$ cat src/rtl/life_writeback_pkt.sv
// life_writeback_pkt: packs NUM_PE-cell next-state strips into WORD_SIZE-bit words and writes one frame with valid/ready on both sides; define WB_POPCOUNT_EN to add pop_cnt_out
module life_writeback_pkt #(
    parameter int WORD_SIZE    = 32,
    parameter int NUM_PE       = 4,
    parameter int LOG_MAX_ADDR = 13,
    parameter int BASE_ADDR    = 0,
    parameter int NUM_WORDS    = 2048
) (
`ifdef WB_POPCOUNT_EN
    output logic [LOG_MAX_ADDR+$clog2(WORD_SIZE):0] pop_cnt_out,
`endif
    input  logic                    clk_in,
    input  logic                    rst_n_in,
    input  logic                    start_in,
    input  logic                    valid_in,
    input  logic [NUM_PE-1:0]       state_in,
    input  logic                    last_in,
    output logic                    ready_out,
    output logic                    wr_en_out,
    input  logic                    wr_ready_in,
    output logic [LOG_MAX_ADDR-1:0] addr_w_out,
    output logic [WORD_SIZE-1:0]    data_w_out,
    output logic                    done_out,
    output logic [LOG_MAX_ADDR:0]   word_cnt_out,
    output logic                    overrun_out
);
    localparam int K = WORD_SIZE / NUM_PE;
    localparam int LCW = $clog2(K + 1);
    localparam int SW = $clog2(WORD_SIZE + 1);
    localparam logic [LCW-1:0] K_L = LCW'(K);
    localparam logic [LCW-1:0] KM1 = LCW'(K - 1);
    localparam logic [LOG_MAX_ADDR-1:0] A_BASE = LOG_MAX_ADDR'(BASE_ADDR);
    localparam logic [LOG_MAX_ADDR-1:0] A_LAST = LOG_MAX_ADDR'(BASE_ADDR + NUM_WORDS - 1);

    typedef enum logic [2:0] {IDLE, FILL, FLUSH, DRAIN, DONE} state_t;

    state_t state, state_nx;
    logic [WORD_SIZE-1:0] sh, sh_acc, word;
    logic [LCW-1:0] lc, lc_nx;
    logic [SW-1:0] pad_sh;
    logic cap, accept, load, wr_done;

    // handshake, word selection and next-state; a strip completing a word goes straight to the output register
    always_comb begin
        cap = !wr_en_out || wr_ready_in;
        wr_done = wr_en_out && wr_ready_in;
        ready_out = !start_in && state == FILL && (lc != K_L || cap);
        accept = valid_in && ready_out;
        sh_acc = (sh << NUM_PE) | WORD_SIZE'(state_in);
        pad_sh = SW'(WORD_SIZE - NUM_PE * int'(lc));
        word = state == FLUSH ? sh << pad_sh : lc == K_L ? sh : sh_acc;
        load = !start_in && cap && (state == FLUSH || (state == FILL && (lc == K_L || (lc == KM1 && accept))));
        lc_nx = load ? ((state == FILL && lc == K_L && accept) ? LCW'(1) : '0) : accept ? lc + LCW'(1) : lc;
        state_nx = start_in ? FILL :
                   (state == FILL && accept && last_in) ? (lc_nx != '0 ? FLUSH : DRAIN) :
                   (state == FLUSH && load) ? DRAIN :
                   (state == DRAIN && cap) ? DONE : state;
        done_out = state == IDLE || state == DONE;
    end

    // FSM state register
    always_ff @(posedge clk_in or negedge rst_n_in) begin
        if (!rst_n_in) state <= IDLE;
        else state <= state_nx;
    end

    // strip packing, output word register, address/count and sticky overrun
    always_ff @(posedge clk_in or negedge rst_n_in) begin
        if (!rst_n_in) begin
            sh <= '0;
            lc <= '0;
            wr_en_out <= 1'b0;
            data_w_out <= '0;
            addr_w_out <= A_BASE;
            word_cnt_out <= '0;
            overrun_out <= 1'b0;
        end else if (start_in) begin
            sh <= '0;
            lc <= '0;
            wr_en_out <= 1'b0;
            data_w_out <= '0;
            addr_w_out <= A_BASE;
            word_cnt_out <= '0;
            overrun_out <= 1'b0;
        end else begin
            if (accept) sh <= sh_acc;
            lc <= lc_nx;
            if (load) begin
                wr_en_out <= 1'b1;
                data_w_out <= word;
            end else if (wr_done) begin
                wr_en_out <= 1'b0;
            end
            if (wr_done) begin
                word_cnt_out <= word_cnt_out + (LOG_MAX_ADDR+1)'(1);
                addr_w_out <= addr_w_out == A_LAST ? A_BASE : addr_w_out + LOG_MAX_ADDR'(1);
                if (addr_w_out == A_LAST && state == FILL) overrun_out <= 1'b1;
            end
        end
    end

`ifdef WB_POPCOUNT_EN
    localparam int PW = LOG_MAX_ADDR + $clog2(WORD_SIZE) + 1;
    logic [PW-1:0] pop_add;

    // live cells in the presented strip
    always_comb begin
        pop_add = '0;
        for (int i = 0; i < NUM_PE; i++) pop_add = pop_add + PW'(state_in[i]);
    end

    // live cells accepted in the current frame
    always_ff @(posedge clk_in or negedge rst_n_in) begin
        if (!rst_n_in) pop_cnt_out <= '0;
        else if (start_in) pop_cnt_out <= '0;
        else if (accept) pop_cnt_out <= pop_cnt_out + pop_add;
    end
`endif
endmodule

$ cat config.mk
export PLATFORM = sky130hd
export DESIGN_NAME = life_writeback_pkt
export DESIGN_NICKNAME = d
export VERILOG_FILES = /design/src/rtl/life_writeback_pkt.sv
export SDC_FILE = /design/constraint.sdc
export NUM_CORES = 1
export LEC_CHECK = 0
export BUFFER_PORTS_ARGS = -buffer_cell sky130_fd_sc_hd__buf_4
export CAP_MARGIN = 40
export CORE_MARGIN = 2
export CORE_UTILIZATION = 40
export CTS_CLUSTER_SIZE = 40
export DETAILED_ROUTE_END_ITERATION = 10
export PLACE_DENSITY = 0.62
export SLEW_MARGIN = 20
export SYNTH_ARGS = -nofsm -noshare
export SYNTH_HDL_FRONTEND = slang
export SYNTH_SLANG_ARGS = --single-unit
$ cat constraint.sdc
create_clock -name clk_in -period 8.1 [get_ports clk_in]
set_input_delay 0 -clock clk_in [delete_from_list [all_inputs] [get_ports clk_in]]
set_output_delay 0 -clock clk_in [all_outputs]
set_load 0.02 [all_outputs]
==> results of run 1 <==
-- worst max-delay path by stage --
stage,startpoint,to,slack (ps),depth (start not counted)
after floorplan,lc[0],data_w_out[12],5240,12
after global placement,lc[1],data_w_out[7],5320,8
after detailed placement,lc[1],data_w_out[5],5160,8
after CTS,lc[1],data_w_out[5],5160,8
after global routing,lc[1],data_w_out[5],4970,8
final,lc[1],data_w_out[5],5170,8
-- cell type report --
type | instances | share of cell area [%]
Multi-Input combinational cell | 504 | 44.0
Sequential cell | 100 | 37.1
Timing Repair Buffer | 90 | 10.5
Clock buffer | 10 | 3.39
Tap cell | 180 | 3.34
Clock inverter | 6 | 1.28
Inverter | 9 | 0.500
-- registers in the layout, indices dropped and copies added, names as in the netlist --
name,count
addr_w_out,13
state,3
word_cnt_out,14
lc,4
wr_en_out,1
overrun_out,1
sh,32
data_w_out,32
-- kinds of logic after synthesis --
logic type               count (synthesis)
buffers and inverters                   57
adder cells (fa/ha/maj)                  4
XOR/XNOR                                28
flip-flops                             100
AO/OA/AOI/OAI                          163
multiplexers                            35
AND/OR/NAND/NOR                        274
-- worst max-delay path: cells and delay by family (launching register included) --
kind                       cells  cell delay, ps
adders and majority gates      1             310
AOI/OAI and AO/OA              4            1270
buffers and inverters          2             370
DFF                            1             530
and+or+nand+nor                1             390
-- routing by layer --
layer / track usage [%] / part of all wire (%)
met1: 32.5 / 48
met2: 33.3 / 45
met3: 4.47 / 6.0
met4: 6.68 / 1.4
met5: 0 / 0
-- Yosys cell counts, types with 2 or more instances --
library cell / count
nor3_1: 10
xor2_1: 17
nor2_1: 36
a32o_1: 3
xnor2_1: 11
o221ai_1: 2
inv_1: 9
mux2i_1: 24
nand2b_1: 4
o211ai_1: 10
buf_1: 7
or2_2: 3
ha_1: 4
a221o_1: 14
dfrtp_1: 100
o21ai_0: 35
o2111ai_1: 2
buf_2: 14
o21a_1: 3
nor2b_1: 7
clkbuf_1: 24
o21ai_1: 2
a21oi_1: 58
nor4_1: 4
nand4_1: 8
mux2_2: 7
clkbuf_2: 3
nor3b_1: 3
a211oi_1: 9
a21o_1: 4
nand2_1: 170
and4_1: 2
a31oi_1: 6
mux4_2: 4
and2_1: 2
a22o_1: 5
nand3_1: 15
-- repair_timing --
| item | 4_1_cts | 5_1_grt |
|---|---|---|
| endpoints found under the hold margin | 50 | 0 |
| setup buffers | 0 | 0 |
| hold buffers | 6 | 0 |
-- metrics by stage --
stage / area, sq um / cells / hold slack [ps]
3_5_place_dp: 6370 / 876 / 44.9
2_1_floorplan: 5710 / 661 / -296
3_3_place_gp: 6340 / 874 / 43.5
4_1_cts: 6750 / 898 / 65.2
6_report: 6750 / 899 / 82.0
5_1_grt: 6750 / 899 / 92.2
-- power by group through the flow --
stage | Clock [uW] | Combinational [uW] | Sequential (uW)
detailed placement | 0 | 129 | 526
CTS | 475 | 132 | 516
finish | 464 | 133 | 517
global placement | 0 | 122 | 525
floorplan | 0 | 86.7 | 519
global route | 501 | 145 | 517
-- placed cells by master (no fill, tap or decap), drive strengths merged, types with 14 or more instances in the layout --
cell	Yosys	layout
a21oi	58	58
a221o	14	14
buf	21	83
dfrtp	100	100
mux2i	24	24
nand2	170	170
nand3	15	15
nor2	36	36
o21ai	38	38
xor2	17	17
==> impl_results.md, run 1 <==
- Max IR drop VDD: 109 uV
- Final wirelength: 16.2 mm
- CTS tree: done
- CTS max path bufs: 2
- Worst-path clk slew: 70 ps
- Clk_skew: 13.3 ps
- Reg2reg end: data_w_out[5]
- Post-DR vias/cell: 5.70
- Endpoints failing setup: 0
- Post-synth top area share: 43.9%
- Routed len/inst: 18.0 um
- Seq/Total Area, Yosys: 43.9%
- Total Nets Final: 728
- Post-layout min period: 2930 ps
- Die height: 123 um
- Worst-Skew Late Latency: 360 ps
- Worst Setup Path Type: flop to flop
- Rows: 43
- Clock sink count: 100
- Mux cell area share after synthesis: 7.17%
- Final Hold Viols: 0
- Routability Congestion: 0.904
- Width of the die: 123 um
- Net Switching: 294 uW
- Fraction of final layout cells with drive strength greater than 1: 16.8%
- Synth Area in Compound Gates: 18.6%
- Combinational share of power: 12.0%
- HPWL after detailed placement: 11.1 mm
- RSZ-0062 raised after global routing: false
- GRT Residual Overflow: 0
- PwrDens: 165 nW/um^2
- Sequential share of power: 46.4%
- Worst hold stages: 4
- Critical R2R Launch: lc[1]
- Synth Area in Simple Gates: 21.1%
- Final Util: 48.6%
- Final period util: 36.1%
- Largest net degree at the start of global routing: 57
- Post-synth top area cell: dfrtp_1
- Synth top area cells: dfrtp_1 44%, nand2_1 11%, a21oi_1 5.1%
- Status: finished clean
- Total Power: 1110 uW
- Post_cts resized: 0
- Htree depth: 3
- Die Footprint: 15200 sq um
- Layout Area Growth over Synthesis: 18.4%
- Yosys cell types: 57
- Area taken by flip-flops and latches: 2500 sq um
- Sw Ratio: 26.4%
- Final ANT Viol Nets: 0
- Leakage: 0.00290 uW
- Crit path max fanout: 31
- Largest family of logic cells by synthesized area: simple AND/OR/NAND/NOR gates
- Number of remaining DRC errors: 0
- Hold EP: word_cnt_out[1]
- Crit path DAT: 3220 ps
- Fillers: 1319
- Vias: 5120
- Final WS setup: 5170 ps
- Cell-internal power: 820 uW
- R2R cell count: 8
- Max-slew headroom: 45.1%
- R2r setup slk: 5170 ps
- Initial drt markers: 408
- Setup_tns: 0 ps
- IO buf count: 72
- First-pass GRT wire length: 26.1 mm
- Data required, critical path: 8390 ps
- Async SR Flop Fraction: 100%
- Top FF cell, synth: dfrtp_1
- Mapped Nets: 675
- Max_cap viols: 0
- Dpl ws: 5160 ps
- Number of global-route vias before repair: 4705
- DRT Pass-1 Iters: 5
- Ant diodes: 0
- Slew Viols, Final: 0
- Core Region: 13900 sq um
- Cell Chain, Critical Path: inv_1, ha_1, and3b_1, o2111ai_1, buf_4, o211a_2, a22o_1, a21o_1
- FF+latch count, synth: 100
- Fmax: 342 MHz
- Post-synthesis adder-cell area fraction: 0.877%
- CP endpoint kind: flop
- Clock Tree Root: clkbuf_16
- Cell with the largest stage delay on the worst path: o211a_2
- Worst Hold Launch: wr_ready_in
- # IOs: 73
- Worst slew pin tran: 818 ps
- Hold WC Path Type: input pin to flop
- Synthesized cell area: 5710 sq um
- Initial core utilization: 41.1%
- Critical Path Source Type: flop
- Post-synth EDFFs: 0
- Clock power share: 41.7%
- Post-Synth XOR/XNOR Area: 4.30%
- Post-Synthesis Cells: 661
- Initial antenna violation count: 0
- Syn Area/Cell: 8.63 sq um
- Cts bufs inserted: 9
- Critical path's largest stage delay: 650 ps
- Area of the multi-input gates: 2970 sq um
- Synth Warn #: 0
- GRT Total Usage: 22.3%
No activity file was read; power rests on OpenSTA's default activity.
==> inputs of run 2 (changes only) <==
--- a/config.mk
+++ b/config.mk
@@ -11,7 +11,7 @@
 export CORE_UTILIZATION = 40
 export CTS_CLUSTER_SIZE = 40
 export DETAILED_ROUTE_END_ITERATION = 10
-export PLACE_DENSITY = 0.62
+export PLACE_DENSITY = 0.64
 export SLEW_MARGIN = 20
 export SYNTH_ARGS = -nofsm -noshare
 export SYNTH_HDL_FRONTEND = slang
==> constraint.sdc (replaced) <==
create_clock -name clk_in -period 2.5 [get_ports clk_in]
set_input_delay 0 -clock clk_in [delete_from_list [all_inputs] [get_ports clk_in]]
set_output_delay 0 -clock clk_in [all_outputs]
set_load 0.02 [all_outputs]
==> impl_results.md, run 2 (synthesis gave the netlist of run 1 again) <==
- Initial core utilization: 41.1% (unchanged)
- Critical R2R Launch: lc[0]
- Largest net degree at the start of global routing: 54 (-5.3%)
- DRT Pass-1 Iters: 5 (unchanged)
- Htree depth: 3 (unchanged)
- First-pass GRT wire length: 26.3 mm (+0.77%)
- Fraction of final layout cells with drive strength greater than 1: 17.9% (+1.0 points)
- M1 WL: 7.49 mm (-2.8%)
- PwrDens: 505 nW/um^2 (+210%)
- Sequential share of power: 48.6% (+2.2 points)
- Worst-path clk slew: 70 ps (about the same)
- Post-DR vias/cell: 5.76 (+1.2%)
- Width of the die: 123 um (unchanged)
- Routability Congestion: 0.882 (-2.5%)
- Hold WC Path Type: input pin to flop
- IO buf count: 72 (unchanged)
- Fillers: 1341 (+1.7%)
- CP delay by family, top: compound AO/OA/AOI/OAI gates
- Crit path DAT: 2660 ps (-560 ps)
- Endpoints failing setup: 0 (unchanged)
- Max Used Layer: met4
- Clock sink count: 100 (unchanged)
- Worst Setup Path Type: flop to flop
- Rows: 43 (unchanged)
- GRT Residual Overflow: 0 (unchanged)
- Top flop regs: data_w_out x32, sh x32, word_cnt_out x14
- Critical Path Source Type: flop
- HPWL after detailed placement: 11.1 mm (+0.40%)
- RSZ-0062 raised after global routing: false
- CTS max path bufs: 2 (unchanged)
- Final period util: 94.8% (+59 points)
- Cts bufs inserted: 9 (unchanged)
- Core Region: 13900 sq um (unchanged)
- Crit path max fanout: 31 (unchanged)
- # IOs: 73 (unchanged)
- Most common cell after layout, fill and taps aside: nand2_1
- Fmax: 422 MHz (+23%)
- Worst Hold Launch: wr_ready_in
- Clk_skew: 8.61 ps (-4.74 ps)
- Cell Chain, Critical Path: buf_4, ha_1, and4b_1, o2111ai_1, o211a_2, buf_12, a22o_1, a21o_1
- Max-slew headroom: 44.4% (-0.65 points)
- Worst path bufs/invs: 2 (unchanged)
- Combinational share of power: 12.9% (+0.9 points)
- Net Switching: 922 uW (+210%)
- Total Power: 3430 uW (+210%)
- Number of global-route vias before repair: 4919 (+4.5%)
- Critical path's largest stage delay: 420 ps (-230 ps)
- Layout Area Growth over Synthesis: 19.2%
- Vias: 5233 (+2.2%)
- Worst-Skew Late Latency: 350 ps (about the same)
- Slew Viols, Final: 0 (unchanged)
- Cell with the largest stage delay on the worst path: o2111ai_1
- Clock Tree Root: clkbuf_16
- CP Launch Point: lc[0]
- Cell-internal power: 2510 uW (+210%)
- Max IR drop VDD: 373 uV (+240%)
- Max_cap viols: 0 (unchanged)
- Die Footprint: 15200 sq um (unchanged)
- Ant diodes: 0 (unchanged)
- Total Nets Final: 738 (+1.4%)
- Final wirelength: 16.3 mm (+0.81%)
- Final Hold Viols: 0 (unchanged)
- Leakage: 0.00293 uW (+1.2%)
- Worst slew pin tran: 828 ps (+9.35 ps)
- Met2 WL: 7.46 mm (+2.1%)
- Post-layout min period: 2370 ps (-555 ps)
- Met3 routed WL: 1.10 mm (+13%)
- Initial antenna violation count: 0 (unchanged)
- CP endpoint kind: flop
- Setup_tns: 0 ps (unchanged)
- Status: finished clean
- CTS tree: done
- Most frequent cells in the layout: 170 x nand2_1, 100 x dfrtp_1, 92 x buf_4, 58 x a21oi_1, 36 x nor2_1
- Number of remaining DRC errors: 0 (unchanged)
- Routed len/inst: 18.0 um (-0.19%)
- Sw Ratio: 26.9% (+0.43 points)
- Final ANT Viol Nets: 0 (unchanged)
- Die height: 123 um (unchanged)
- GRT Total Usage: 22.2% (-0.033 points)
- Initial drt markers: 402 (-1.5%)
- Clock power share: 38.5% (-3.2 points)
- Data required, critical path: 2790 ps (-5600 ps)
-- run 2: changes by cell type in the layout (fill, tap and decap cells not counted), sizes merged --
cell,previous run,this run
buf,83,94
bufinv,2,0
clkbuf,11,13
clkinvlp,1,0
inv,10,9
-- run 2: timing repair --
| action | CTS | global route |
|---|---|---|
| resized for setup | 0 | 2 |
| hold buffers | 6 | 0 |
| hold endpoints to repair | 53 | 0 |
| endpoints found under the setup margin | 0 | 1 |
| setup buffers | 0 | 0 |
-- run 2: path summary, 6_finish.rpt --
kind | endpoint | slack [ps] | cells past startpoint
setup / recovery | data_w_out[4] | 130 | 8
hold / removal | word_cnt_out[1] | 90 | 4
setup reg to reg | data_w_out[4] | 130 | 8
hold reg to reg | data_w_out[26] | 500 | 2
max in group asynchronous | addr_w_out[4] | 1560 | 3
min in group asynchronous | sh[0] | 220 | 2
-- run 2: cell type report --
cell class | instances | area, sq um | share of cell area, %
multi-input cells | 504 | 2980 | 43.8
flip-flops and latches | 100 | 2500 | 36.8
repair buffers | 100 | 791 | 11.6
clock buffers | 13 | 260 | 3.83
well taps | 180 | 225 | 3.31
inverters | 9 | 33.8 | 0.497
clock inverters | 2 | 10.0 | 0.147
-- run 2: layer usage --
layer / up-vias / track usage, %
met3: 22 / 5.40
li1: 2436 / -
met5: - / 0
met2: 195 / 33.9
met4: 0 / 7.03
met1: 2580 / 31.1
-- run 2: power by group through the flow --
stage          Combinational (uW)  Clock (uW)  Sequential [uW]
6_report                      441        1320             1670
4_1_cts                       436        1350             1670
3_3_place_gp                  418           0             1700
5_1_grt                       482        1410             1670
3_5_place_dp                  427           0             1700
2_1_floorplan                 286           0             1680
-- run 2: worst register-to-register path, delay by kind of cell, from the launching register on --
kind	cells	cell delay, ps
adder cells (fa/ha/maj)	1	270
AND/OR/NAND/NOR	1	220
flip-flops	1	380
AO/OA/AOI/OAI	4	1040
buffers and inverters	2	420
-- run 2: metrics by stage --
stage,instances,area [sq um],setup WS [ps],hold slack (ps),utilization [%]
floorplan,661,5720,5.68,-296,-
global placement,887,6460,229,62.5,46.5
detailed placement,887,6460,197,72.2,46.5
CTS,908,6790,175,75.4,48.9
global route,908,6800,21.4,101,49.0
finish,908,6800,129,88.2,49.0
==> inputs of run 3 (changes only) <==
--- a/config.mk
+++ b/config.mk
@@ -7,11 +7,13 @@
 export LEC_CHECK = 0
 export BUFFER_PORTS_ARGS = -buffer_cell sky130_fd_sc_hd__buf_4
 export CAP_MARGIN = 40
+export CELL_PAD_IN_SITES_DETAIL_PLACEMENT = 1
+export CELL_PAD_IN_SITES_GLOBAL_PLACEMENT = 2
 export CORE_MARGIN = 2
-export CORE_UTILIZATION = 40
+export CORE_UTILIZATION = 32
 export CTS_CLUSTER_SIZE = 40
 export DETAILED_ROUTE_END_ITERATION = 10
-export PLACE_DENSITY = 0.64
+export PLACE_DENSITY = 0.79
 export SLEW_MARGIN = 20
 export SYNTH_ARGS = -nofsm -noshare
 export SYNTH_HDL_FRONTEND = slang
==> impl_results.md, run 3 (synthesis gave the netlist of run 1 again) <==
- Width of the die: 138 um (+11%)
- Largest net degree at the start of global routing: 56 (+3.7%)
- Endpoints failing setup: 0 (unchanged)
- First-pass GRT wire length: 30.6 mm (+16%)
- Slew Viols, Final: 0 (unchanged)
- Most frequent cells in the layout: 170 x nand2_1, 100 x dfrtp_1, 95 x buf_4, 58 x a21oi_1, 36 x nor2_1
- Data required, critical path: 2810 ps (+20 ps)
- HPWL after detailed placement: 13.1 mm (+18%)
- CTS max path bufs: 2 (unchanged)
- Cts bufs inserted: 9 (unchanged)
- Cell with the largest stage delay on the worst path: dfrtp_1
- Top flop regs: data_w_out x32, sh x32, word_cnt_out x14
- Clock Tree Root: clkbuf_16
- Worst path bufs/invs: 2 (unchanged)
- PwrDens: 526 nW/um^2 (+4.3%)
- Clk_skew: 8.31 ps (-0.300 ps)
- Routability Congestion: 0.832 (-5.7%)
- Final Cell Area: 6950 sq um (+2.2%)
- Fraction of final layout cells with drive strength greater than 1: 18.6% (+0.70 points)
- Post-layout min period: 2320 ps (-55.8 ps)
- Rows: 48 (+12%)
- Clock sink count: 100 (unchanged)
- Routed len/inst: 19.5 um (+8.5%)
- Number of global-route vias before repair: 5617 (+14%)
- Most common cell after layout, fill and taps aside: nand2_1
- Final Util: 40.0% (-8.9 points)
- Initial antenna violation count: 0 (unchanged)
- GRT Total Usage: 21.0% (-1.3 points)
- Cell Chain, Critical Path: inv_1, ha_1, and3b_1, buf_4, o21ai_1, a2111oi_4, a22o_1, a21o_1
- Max IR drop VDD: 344 uV (-7.8%)
- Fillers: 2026 (+51%)
- GRT Residual Overflow: 0 (unchanged)
- # IOs: 73 (unchanged)
- Final Hold Viols: 0 (unchanged)
- Critical path's largest stage delay: 440 ps (+20 ps)
- Max_cap viols: 0 (unchanged)
- Ant diodes: 0 (unchanged)
- Initial core utilization: 32.9% (-8.2 points)
- Total Power: 3660 uW (+6.6%)
- Die Footprint: 18900 sq um (+24%)
- Final ANT Viol Nets: 0 (unchanged)
- Core Region: 17400 sq um (+25%)
- Final wirelength: 18.7 mm (+14%)
- CTS tree: done
- Worst-Skew Late Latency: 360 ps (about the same)
- Htree depth: 3 (unchanged)
- Critical Path Source Type: flop
- Max-slew headroom: 53.4% (+8.9 points)
- Crit path DAT: 2620 ps (-40 ps)
- RSZ-0062 raised after global routing: false
- Die height: 138 um (+11%)
- Placed insts: 936 (+5.5%)
- Leakage: 0.00298 uW (+1.6%)
- Post-DR vias/cell: 5.49 (-4.8%)
- Final Instance Count excl. Fillers: 958 (+5.5%)
- Hold WC Path Type: input pin to flop
- Crit path max fanout: 33 (+6.5%)
- Worst slew pin tran: 695 ps (-132 ps)
- CP delay by family, top: compound AO/OA/AOI/OAI gates
- Status: finished clean
- Worst-path clk slew: 80 ps (about the same)
- Fmax: 432 MHz (+2.4%)
- Vias: 5257 (+0.46%)
- Final period util: 92.6% (-2.2 points)
- Initial drt markers: 279 (-31%)
- CP endpoint kind: flop
- Setup_tns: 0 ps (unchanged)
- Placement Cell Area: 6560 sq um (+1.5%)
- Total Nets Final: 742 (+0.54%)
- Worst Setup Path Type: flop to flop
- DRT Pass-1 Iters: 4 (-1)
- Area taken by flip-flops and latches: 2500 sq um (unchanged)
- Layout Area Growth over Synthesis: 21.8%
- IO buf count: 72 (unchanged)
- Area of the multi-input gates: 2980 sq um (about the same)
- Number of remaining DRC errors: 0 (unchanged)
==> run 3: cell type report <==
type / count / share of cell area, %
Clock inverter: 4 / 0.756
Tap cell: 225 / 4.05
Timing Repair Buffer: 104 / 12.0
Multi-Input combinational cell: 504 / 42.9
Clock buffer: 12 / 3.83
Inverter: 9 / 0.486
Sequential cell: 100 / 36.0
==> run 3: layer usage <==
metal	share of wire, %	GRT usage, %
met5	0	0
met4	1.6	6.47
met3	3.8	3.02
met2	50	36.2
met1	45	27.1
==> run 3: worst min-delay path, stage by stage <==
cell and delay, ps:
buf_4 110, nand2_1 120, nand2_1 100, a21oi_1 60
==> run 3: through the flow <==
stage	setup WS (ps)	hold slack [ps]
2_1_floorplan	5.68	-296
3_3_place_gp	283	64.6
3_5_place_dp	145	72.9
4_1_cts	124	56.6
5_1_grt	16.7	90.3
6_report	185	58.0
==> run 3: path summary, 6_finish.rpt <==
kind / cells past startpoint / end / start / slack (ps)
min in group asynchronous: 2 / sh[9] / rst_n_in / 210
max in group asynchronous: 3 / sh[31] / rst_n_in / 1550
setup / recovery: 8 / data_w_out[4] / lc[0] / 180
setup reg to reg: 8 / data_w_out[4] / lc[0] / 180
hold reg to reg: 2 / data_w_out[17] / data_w_out[17] / 490
hold / removal: 4 / word_cnt_out[1] / wr_ready_in / 60
==> run 3: repair_timing <==
action,4_1_cts,5_1_grt
setup endpoints to repair,0,4
hold endpoints to repair,51,0
hold buffers,6,0
resized for setup,0,1
buffers inserted,0,0
==> run 3: power by group <==
part | switching, uW | internal (uW) | total (uW)
clock | 669 | 865 | 1530
combinational | 294 | 157 | 451
sequential | 40.6 | 1630 | 1670
